### config.mk
export PLATFORM = sky130hd
export DESIGN_NAME = async_latch_ctrl
export DESIGN_NICKNAME = d
export VERILOG_FILES = /design/src/rtl/async_latch_ctrl.sv
export SDC_FILE = /design/constraint.sdc
export NUM_CORES = 1
export LEC_CHECK = 0
export ABC_CLOCK_PERIOD_IN_PS = 1160
export BUFFER_PORTS_ARGS = -buffer_cell sky130_fd_sc_hd__buf_4
export CORE_AREA = 2 2 39 41
export DETAILED_ROUTE_END_ITERATION = 12
export DIE_AREA = 0 0 41 43
export RECOVER_POWER = 100
export SYNTH_ARGS = -nofsm -noshare
export SYNTH_HDL_FRONTEND = slang
export SYNTH_SLANG_ARGS = --single-unit
### constraint.sdc
create_clock -name clk -period 1.16 [get_ports clk]
set_input_delay 0 -clock clk [delete_from_list [all_inputs] [get_ports clk]]
set_output_delay 0 -clock clk [all_outputs]
set_load 0.1 [all_outputs]
### src/rtl/async_latch_ctrl.sv
// Four-phase req/ack controller driving a latch capture handshake (ask/latched).
// Optional watchdog with sticky err and DRAIN state enabled by `define ASYNC_TIMEOUT_EN.
module async_latch_ctrl #(
  parameter int unsigned SYNC_STAGES = 2
`ifdef ASYNC_TIMEOUT_EN
  , parameter int unsigned TIMEOUT_CYCLES = 255
`endif
) (
  input  logic clk,
  input  logic reset_n,
  input  logic req,
  input  logic latched,
  output logic ask,
  output logic ack
`ifdef ASYNC_TIMEOUT_EN
  , output logic err
`endif
);

`ifdef ASYNC_TIMEOUT_EN
  typedef enum logic [2:0] {
    IDLE  = 3'd0,
    ASK   = 3'd1,
    LDONE = 3'd2,
    ACK   = 3'd3,
    DRAIN = 3'd4
  } state_t;

  localparam int unsigned CNT_W = $clog2(TIMEOUT_CYCLES + 1);
`else
  typedef enum logic [1:0] {
    IDLE  = 2'd0,
    ASK   = 2'd1,
    LDONE = 2'd2,
    ACK   = 2'd3
  } state_t;
`endif

  state_t                 state_q;
  state_t                 state_d;
  logic [SYNC_STAGES-1:0] req_sync;
  logic [SYNC_STAGES-1:0] latched_sync;
  logic                   req_s;
  logic                   latched_s;

  assign req_s     = req_sync[SYNC_STAGES-1];
  assign latched_s = latched_sync[SYNC_STAGES-1];

  // Input synchronisers; bit 0 samples the raw asynchronous input.
  always_ff @(posedge clk or negedge reset_n) begin
    if (!reset_n) begin
      req_sync     <= '0;
      latched_sync <= '0;
    end else begin
      req_sync[0]     <= req;
      latched_sync[0] <= latched;
      for (int i = 1; i < int'(SYNC_STAGES); i++) begin
        req_sync[i]     <= req_sync[i-1];
        latched_sync[i] <= latched_sync[i-1];
      end
    end
  end

`ifdef ASYNC_TIMEOUT_EN
  logic [CNT_W-1:0] cnt_q;
  logic             timeout_c;

  assign timeout_c = (cnt_q == CNT_W'(TIMEOUT_CYCLES - 1));

  // Watchdog counts cycles spent waiting in ASK/LDONE; any state change restarts it.
  always_ff @(posedge clk or negedge reset_n) begin
    if (!reset_n) begin
      cnt_q <= '0;
      err   <= 1'b0;
    end else begin
      if ((state_d != state_q) || !((state_q == ASK) || (state_q == LDONE))) begin
        cnt_q <= '0;
      end else begin
        cnt_q <= cnt_q + CNT_W'(1);
      end
      if ((state_d == DRAIN) && (state_q != DRAIN)) begin
        err <= 1'b1;
      end
    end
  end
`endif

  // Next-state logic on synchronised inputs only.
  always_comb begin
    state_d = state_q;
    case (state_q)
      IDLE:  if (req_s) state_d = ASK;
`ifdef ASYNC_TIMEOUT_EN
      ASK: begin
        if (latched_s)      state_d = LDONE;
        else if (timeout_c) state_d = DRAIN;
      end
      LDONE: begin
        if (!latched_s)     state_d = ACK;
        else if (timeout_c) state_d = DRAIN;
      end
      DRAIN: if (!req_s) state_d = IDLE;
`else
      ASK:   if (latched_s) state_d = LDONE;
      LDONE: if (!latched_s) state_d = ACK;
`endif
      ACK:   if (!req_s) state_d = IDLE;
      default: state_d = IDLE;
    endcase
  end

  // State register with outputs decoded from the next state.
  always_ff @(posedge clk or negedge reset_n) begin
    if (!reset_n) begin
      state_q <= IDLE;
      ask     <= 1'b0;
      ack     <= 1'b0;
    end else begin
      state_q <= state_d;
      ask     <= (state_d == ASK);
      ack     <= (state_d == ACK);
    end
  end

endmodule

==> reports/results.txt, run 1 <==
Core Footprint -> 1380 sq um
Tightest Hold Check Type -> input pin to asynchronous set/reset pin
Most common cell in the netlist -> dfrtp_1
Syn Inst Count -> 17
Maximum achievable frequency -> 975 MHz
Cell Area, Synth -> 259 sq um
Final Hold Viols -> 0
Sequential share of the synthesized area -> 77.3%
Reg clk slew, reported paths -> 0.05 ns
Gpl congestion -> 0.624
Slew HR -> 64.1%
Final setup violation count -> 0
Final Instance Area -> 360 sq um
GRT Total Usage -> 7.23%
RSZ-0062 raised after global routing -> false
Status -> finished, final reports clean
Measured slew at the worst slew-check pin -> 0.540 ns
Post-synth top area share -> 77.3%
Minimum clock period -> 1.03 ns
CP Max Fanout -> 1
Fin worst setup slack -> 0.134 ns
Synth unique cells -> 9
Worst Path Buf+Inv -> 1
Post-DRT Antenna Nets -> 0
Clock H-tree levels -> 1
Post-cts sizing count -> 0
Placed cells -> 38
Number of synthesized flops with an enable pin -> 0
Area Overhead vs Synth -> 39.1%
Share of layout cells above drive strength 1 -> 25.0%
Lkg Pwr -> 0.170 nW
Max_cap viols -> 0
Crit end category -> output port
Die ar. -> 1760 sq um
Yosys reg bits -> 8
CTS tree -> done
Average cell area after synthesis -> 15.2 sq um
CTS sink cnt -> 8
Initial core utilization -> 18.7%
Flop pwr share -> 40.1%
Placed cell areas -> 317 sq um
Internal Pwr Total -> 0.568 mW
Fin crit share -> 88.4%
Clk_lat worst skew -> 0.26 ns
Clk_skew -> 0.00591 ns
CP Cell Sequence -> clkbuf_2
Initial antenna violation count -> 0
CTS Buf Count -> 3
Sw Ratio -> 45.1%
Worst EP required -> 1.16 ns
Number of DRC markers in iteration 0 -> 4
# diodes -> 0
First-pass GRT wire length -> 745 um
Logic pwr share -> 39.4%
GRT overflow -> 0
Vias in the first global route -> 187
Critical path class -> flop to output port
Sw Pwr -> 0.466 mW
RR Startpoint -> state_q[0]
Die height -> 43 um
Vias per cell -> 3.98
Pre-CTS setup slack -> 0.218 ns
Sum of negative setup slack -> 0 ns
Worst hold margin -> 0.180 ns
Slowest cell on crit path -> clkbuf_2
Crit path from -> ack
Worst path top cell family by delay -> buffers and inverters
Commonest cells in the synthesized netlist -> 8 x dfrtp_1, 2 x inv_1
Clk network pwr share -> 20.5%
Drt drc -> 0
Final std cells w/o fill -> 44
Post-Route Utilization -> 26.0%
Routed wire length -> 400 um
Most common flop cell mapped by yosys -> dfrtp_1
First-pass DRT Iterations -> 4
Fin nets -> 34
Synth warnings -> 0
Synth top area cells -> dfrtp_1 77%, mux2i_1 3.9%, xor2_1 3.4%
Syn_nets -> 21
CTS Buffer Depth -> 2
Max-slew violations -> 0
Power, Total -> 1.03 mW
# rows -> 14
Pwr/cell area -> 2870 nW/um^2
Yosys top cell by area -> dfrtp_1
Largest net degree at the start of global routing -> 9
Per-cell routed wire length -> 9.09 um
IO Port Bufs -> 5
Max rail drop VDD -> 0.710 mV
Async set-reset flop share out of synthesis -> 100%
Root Buffer -> clkbuf_4
Chip Width -> 41 um
Via count -> 175
Crit-path max cell delay -> 0.45 ns
Critical Path AT -> 1.03 ns
DPL Wire Length -> 286 um
I/O pin count -> 6
Worst setup SP type -> flop
layer usage:
| metal | vias up | global-route usage (%) | share of wire (%) |
|---|---|---|---|
| li1 | 80 | - | - |
| met1 | 81 | 6.06 | 32 |
| met2 | 11 | 10.0 | 50 |
| met3 | 3 | 6.28 | 15 |
| met4 | 0 | 6.00 | 2.5 |
| met5 | - | 0 | 0 |
power groups by stage:
| stage | combinational [mW] | sequential [mW] | clock (mW) |
|---|---|---|---|
| 2_1_floorplan | 0.103 | 0.642 | 0 |
| 6_report | 0.407 | 0.415 | 0.212 |
| 4_1_cts | 0.435 | 0.415 | 0.217 |
| 3_5_place_dp | 0.427 | 0.419 | 0 |
| 5_1_grt | 0.437 | 0.428 | 0.241 |
| 3_3_place_gp | 0.412 | 0.413 | 0 |
cell families after synthesis:
family	after synthesis	share of synthesized area, %
flops	8	77.3
compound gates	4	10.1
buf+inv	2	2.90
xor+xnor	1	3.38
mux	1	3.86
simple gates	1	2.42
registers in the layout (all words and copies together) (netlist names):
name	flops
ask	1
state_q	2
req_sync	2
latched_sync	2
ack	1
worst paths after layout:
check	cells after the start	slack, ns	to
worst max-delay path	1	0.13	ack
worst min-delay path	2	0.18	ack
worst max register to register	2	0.22	state_q[0]
worst min register to register	0	0.35	req_sync[1]
max in group asynchronous	2	0.69	latched_sync[1]
min in group clk	0	0.35	req_sync[1]
timing repair:
item	in CTS	in global routing
buffers inserted	0	0
hold endpoints to repair	10	0
hold buffers	3	0
layout make-up:
| type | count | area [sq um] |
|---|---|---|
| Fill cell | 150 | 1020 |
| Sequential cell | 8 | 200 |
| Timing Repair Buffer | 8 | 58.8 |
| Multi-Input combinational cell | 7 | 51.3 |
| Clock buffer | 3 | 22.5 |
| Tap cell | 16 | 20.0 |
| Inverter | 2 | 7.51 |
placed cells by master, fill, tap and decap left out:
cell type and count:
dfrtp_1 8, clkbuf_4 5, dlygate4sd3_1 3, inv_1 2, clkbuf_2 2, a21oi_1 1
a31oi_1 1, xor2_1 1, mux2i_1 1, nor2b_1 1, a211oi_1 1, o21a_1 1
clkbuf_1 1
worst reg2reg max path, cell delays in order (launching register included):
cell and delay [ns]:
dfrtp_1 0.44, xor2_1 0.23, mux2i_1 0.21
Power figures use the tool's default switching activity.
==> inputs of run 2 (changes only) <==
==> constraint.sdc (replaced) <==
create_clock -name clk -period 1.16 [get_ports clk]
set_input_delay 0.232 -clock clk [delete_from_list [all_inputs] [get_ports clk]]
set_output_delay 0.232 -clock clk [all_outputs]
set_load 0.1 [all_outputs]
==> run 2 against run 1 <==
Net effect: critical path depth unchanged; clock skew about the same; count of clock-buffer cells in the layout unchanged; first-iteration DRC count decreased by 50%; largest cell class unchanged; via count decreased by 5.1%; wire length decreased by 4.3%; sequential share of layout area increased by 2.4 points; sequential cell count unchanged.
==> reports/results.txt, run 2 (same netlist as run 1, synthesis figures left out) <==
Critical path class -> flop to output port
IO Port Bufs -> 5 (unchanged)
Initial antenna violation count -> 0 (unchanged)
Share of layout cells above drive strength 1 -> 26.9% (+1.9 points)
Vias in the first global route -> 180 (-3.7%)
CP Max Fanout -> 1 (unchanged)
Area Overhead vs Synth -> 33.3%
Per-cell routed wire length -> 9.12 um (+0.31%)
GRT Total Usage -> 6.72% (-0.51 points)
Commonest non-fill, non-tap cells in the layout -> 8 x dfrtp_1, 5 x clkbuf_4, 2 x inv_1, 2 x buf_4
GRT overflow -> 0 (unchanged)
CP Cell Sequence -> buf_4
Vias per cell -> 3.95 (-0.63%)
Tightest Hold Check Type -> input pin to flop
Max-slew violations -> 0 (unchanged)
Reg clk slew, reported paths -> 0.05 ns (about the same)
Sum of negative setup slack -> 0 ns (unchanged)
Via count -> 166 (-5.1%)
Largest net degree at the start of global routing -> 9 (unchanged)
Fin crit share -> 94.0% (+5.5 points)
Hold_sp -> req
Worst EP required -> 0.93 ns (-0.23 ns)
First-pass GRT wire length -> 710 um (-4.7%)
I/O pin count -> 6 (unchanged)
RR Startpoint -> state_q[0]
Chip Width -> 41 um (unchanged)
Biggest regs -> latched_sync: 2 flops, req_sync: 2 flops, state_q: 2 flops
Core Footprint -> 1380 sq um (unchanged)
Slew HR -> 72.5% (+8.3 points)
Die ar. -> 1760 sq um (unchanged)
Worst Reg2Reg Path Length in Cells -> 2 (unchanged)
Maximum achievable frequency -> 917 MHz (-5.9%)
Die height -> 43 um (unchanged)
Crit path from -> ack
Final Instance Area -> 345 sq um (-4.2%)
FF-to-FF setup slack -> 0.22 ns (about the same)
# rows -> 14 (unchanged)
Critical Path AT -> 0.86 ns (-0.17 ns)
Critical R2R Capture -> state_q[0]
CTS Buffer Depth -> 2 (unchanged)
Gpl congestion -> 0.624 (unchanged)
Clock H-tree levels -> 1 (unchanged)
Hold depth -> 1
Crit end category -> output port
Post-DRT Antenna Nets -> 0 (unchanged)
# diodes -> 0 (unchanged)
Worst Path Buf+Inv -> 1 (unchanged)
CTS Buf Count -> 3 (unchanged)
Slowest cell on crit path -> dfrtp_1
Final setup violation count -> 0 (unchanged)
Fin nets -> 32 (-5.9%)
Final Hold Viols -> 0 (unchanged)
Max_cap viols -> 0 (unchanged)
Minimum clock period -> 1.09 ns (+0.0641 ns)
Commonest non-fill, non-tap cell in the layout -> dfrtp_1
Worst path top cell family by delay -> flip-flops
RSZ-0062 raised after global routing -> false
Worst setup SP type -> flop
Routed wire length -> 383 um (-4.3%)
Number of DRC markers in iteration 0 -> 2 (-2)
Initial core utilization -> 18.7% (unchanged)
First-pass DRT Iterations -> 3 (-1)
CTS sink cnt -> 8 (unchanged)
CTS tree -> done
Clk_skew -> 0.00597 ns (+0.0000530 ns)
Hold Path End -> req_sync[0]
Drt drc -> 0 (unchanged)
DPL Wire Length -> 286 um (unchanged)
Crit-path max cell delay -> 0.32 ns (-0.13 ns)
Placed cell areas -> 317 sq um (unchanged)
Root Buffer -> clkbuf_4
Status -> finished, final reports clean
Clk_lat worst skew -> 0.25 ns (about the same)
Measured slew at the worst slew-check pin -> 0.413 ns (-0.127 ns)
## run 2: per-stage QoR
step / setup slack (ns) / cells / utilization, % / hold WS (ns)
floorplan: 0.0447 / 17 / - / -0.0636
detailed placement: 0.218 / 38 / 22.9 / 0.0522
global placement: 0.302 / 38 / 22.9 / 0.0504
global route: 0.0382 / 42 / 25.0 / 0.0960
finish: 0.0699 / 42 / 25.0 / 0.110
CTS: 0.0576 / 42 / 25.2 / 0.0815
## run 2: per-layer routing
layer	part of all wire (%)	global-route usage, %	wire length (um)
met1	33	6.06	127
met2	51	9.38	195
met3	16	6.28	60
met4	0	4.00	0
met5	0	0	0
## run 2: timing repair
item | 4_1_cts | 5_1_grt
gates resized for setup | 0 | 0
hold endpoints to repair | 8 | 0
buffers inserted | 0 | 0
hold buffers | 1 | 0
## run 2: layout make-up
cell class | instances | area, sq um
Timing Repair Buffer | 6 | 43.8
Clock buffer | 3 | 22.5
Multi-Input combinational cell | 7 | 51.3
Inverter | 2 | 7.51
Fill cell | 153 | 1040
Sequential cell | 8 | 200
Tap cell | 16 | 20.0
## run 2: worst max-delay path by stage
stage	endpoint	cells after the start
floorplan	ack	0
global placement	state_q[0]	2
detailed placement	state_q[0]	2
CTS	ack	1
global route	ask	1
finish	ack	1
## run 2: worst reg2reg max path: cells and delay by family, from the launching register on
kind      cells  cell delay, ns
flops         1            0.44
xor+xnor      1            0.23
mux           1            0.21
Power of run 2 is not shown: default switching activity piles up to over one toggle a cycle in this logic, so the estimate is an artifact.
==> inputs of run 3 (changes only) <==
--- a/config.mk
+++ b/config.mk
@@ -7,9 +7,10 @@
 export LEC_CHECK = 0
 export ABC_CLOCK_PERIOD_IN_PS = 1160
 export BUFFER_PORTS_ARGS = -buffer_cell sky130_fd_sc_hd__buf_4
-export CORE_AREA = 2 2 39 41
+export CORE_AREA = 5 5 42 44
 export DETAILED_ROUTE_END_ITERATION = 12
-export DIE_AREA = 0 0 41 43
+export DIE_AREA = 0 0 47 49
+export GPL_TIMING_DRIVEN = 0
 export RECOVER_POWER = 100
 export SYNTH_ARGS = -nofsm -noshare
 export SYNTH_HDL_FRONTEND = slang
==> run 3 against run 2 <==
Net effect: wire length rose by 2.6%; non-clock buffer count did not move; global-route usage fell by 2.5 points; critical path depth did not move; largest cell class unchanged; highest routed layer unchanged.
==> reports/results.txt, run 3 (same netlist as run 1, synthesis figures left out) <==
Number of DRC markers in iteration 0 -> 0 (-2)
CTS Buf Count -> 3 (unchanged)
Worst EP required -> 0.93 ns (about the same)
Max-slew violations -> 0 (unchanged)
RSZ-0062 raised after global routing -> false
Root Buffer -> clkbuf_4
Routed wire length -> 393 um (+2.6%)
Commonest non-fill, non-tap cells in the layout -> 8 x dfrtp_1, 5 x clkbuf_4, 2 x inv_1, 2 x buf_4
Final setup violation count -> 0 (unchanged)
Core Footprint -> 1400 sq um (+1.3%)
Slowest cell on crit path -> dfrtp_1
Critical R2R Capture -> state_q[0]
Share of layout cells above drive strength 1 -> 26.9% (unchanged)
Vias in the first global route -> 159 (-12%)
Clock H-tree levels -> 1 (unchanged)
Crit-path max cell delay -> 0.32 ns (about the same)
Area Overhead vs Synth -> 33.3% (unchanged)
Hold Buf Count CTS -> 1 (unchanged)
Max_cap viols -> 0 (unchanged)
Final Instance Area -> 345 sq um (unchanged)
CTS tree -> done
FF-to-FF setup slack -> 0.21 ns (about the same)
CP Max Fanout -> 1 (unchanged)
Vias per cell -> 3.71 (-6.0%)
Buffer count from post-CTS setup fixing -> 0 (unchanged)
Multi-input logic area -> 51.3 sq um (unchanged)
First-pass GRT wire length -> 593 um (-16%)
Per-cell routed wire length -> 9.36 um (+2.6%)
Hold_sp -> req
Initial core utilization -> 18.5% (-0.23 points)
Via count -> 156 (-6.0%)
Fillers -> 157 (+2.6%)
RR Startpoint -> state_q[0]
Chip Width -> 47 um (+15%)
Critical Path AT -> 0.85 ns (about the same)
DPL Wire Length -> 309 um (+8.2%)
Slew HR -> 73.3% (+0.85 points)
Commonest non-fill, non-tap cell in the layout -> dfrtp_1
Largest net degree at the start of global routing -> 9 (unchanged)
Biggest regs -> latched_sync: 2 flops, req_sync: 2 flops, state_q: 2 flops
Measured slew at the worst slew-check pin -> 0.400 ns (-0.0128 ns)
CTS Buffer Depth -> 2 (unchanged)
Reg clk slew, reported paths -> 0.05 ns (about the same)
# rows -> 14 (unchanged)
Reg area -> 200 sq um (unchanged)
Gpl congestion -> 0.583 (-6.6%)
Hold depth -> 1 (unchanged)
# diodes -> 0 (unchanged)
Worst Path Buf+Inv -> 1 (unchanged)
IO Port Bufs -> 5 (unchanged)
GRT Total Usage -> 4.26% (-2.5 points)
Worst path top cell family by delay -> flip-flops
Final Hold Viols -> 0 (unchanged)
Fin crit share -> 93.5% (-0.49 points)
Worst setup SP type -> flop
First-pass DRT Iterations -> 1 (-2)
Post-DRT Antenna Nets -> 0 (unchanged)
CTS sink cnt -> 8 (unchanged)
Drt drc -> 0 (unchanged)
Post-cts sizing count -> 0 (unchanged)
Crit end category -> output port
Sum of negative setup slack -> 0 ns (unchanged)
Status -> finished, final reports clean
Clk_skew -> 0.00398 ns (-0.00199 ns)
I/O pin count -> 6 (unchanged)
Minimum clock period -> 1.08 ns (-0.00563 ns)
Fin nets -> 32 (unchanged)
Placed cell areas -> 317 sq um (unchanged)
Die ar. -> 2300 sq um (+31%)
Critical path class -> flop to output port
Maximum achievable frequency -> 922 MHz (+0.52%)
Die height -> 49 um (+14%)
GRT overflow -> 0 (unchanged)
Hold Path End -> req_sync[0]
Tightest Hold Check Type -> input pin to flop
Worst Reg2Reg Path Length in Cells -> 2 (unchanged)
Initial antenna violation count -> 0 (unchanged)
Clk_lat worst skew -> 0.25 ns (about the same)
CP Cell Sequence -> buf_4
[run 3: stage by stage]
| step | hold WS, ns | util, % | worst slack, ns | instances |
|---|---|---|---|---|
| final | 0.114 | 24.6 | 0.0756 | 42 |
| after global routing | 0.100 | 24.6 | 0.0493 | 42 |
| after CTS | 0.0800 | 24.9 | 0.0617 | 42 |
| after detailed placement | 0.0542 | 22.6 | 0.214 | 38 |
| after global placement | 0.0487 | 22.6 | 0.301 | 38 |
| after floorplan | -0.0636 | - | 0.0447 | 17 |
[run 3: final cells by class]
type	count	area share (%)
sequential	8	58.0
timing repair buffer	6	12.7
clock buffer	3	6.52
multi-input combinational	7	14.9
tap	16	5.80
inverter	2	2.17
[run 3: how the worst max path moves through the flow]
stage | startpoint | to | slack (ns) | cells past startpoint
final | ack | ack | 0.08 | 1
after global routing | ack | ack | 0.05 | 1
after CTS | ack | ack | 0.06 | 1
after detailed placement | state_q[0] | state_q[0] | 0.21 | 2
after global placement | state_q[0] | state_q[0] | 0.30 | 2
after floorplan | ack | ack | 0.04 | 0
[run 3: layer usage]
| layer | track usage, % | wire length [um] |
|---|---|---|
| met5 | 0 | 0 |
| met2 | 6.79 | 203 |
| met4 | 0 | 0 |
| met1 | 2.71 | 116 |
| met3 | 6.64 | 72 |
Power of run 3 is left out for the same reason.
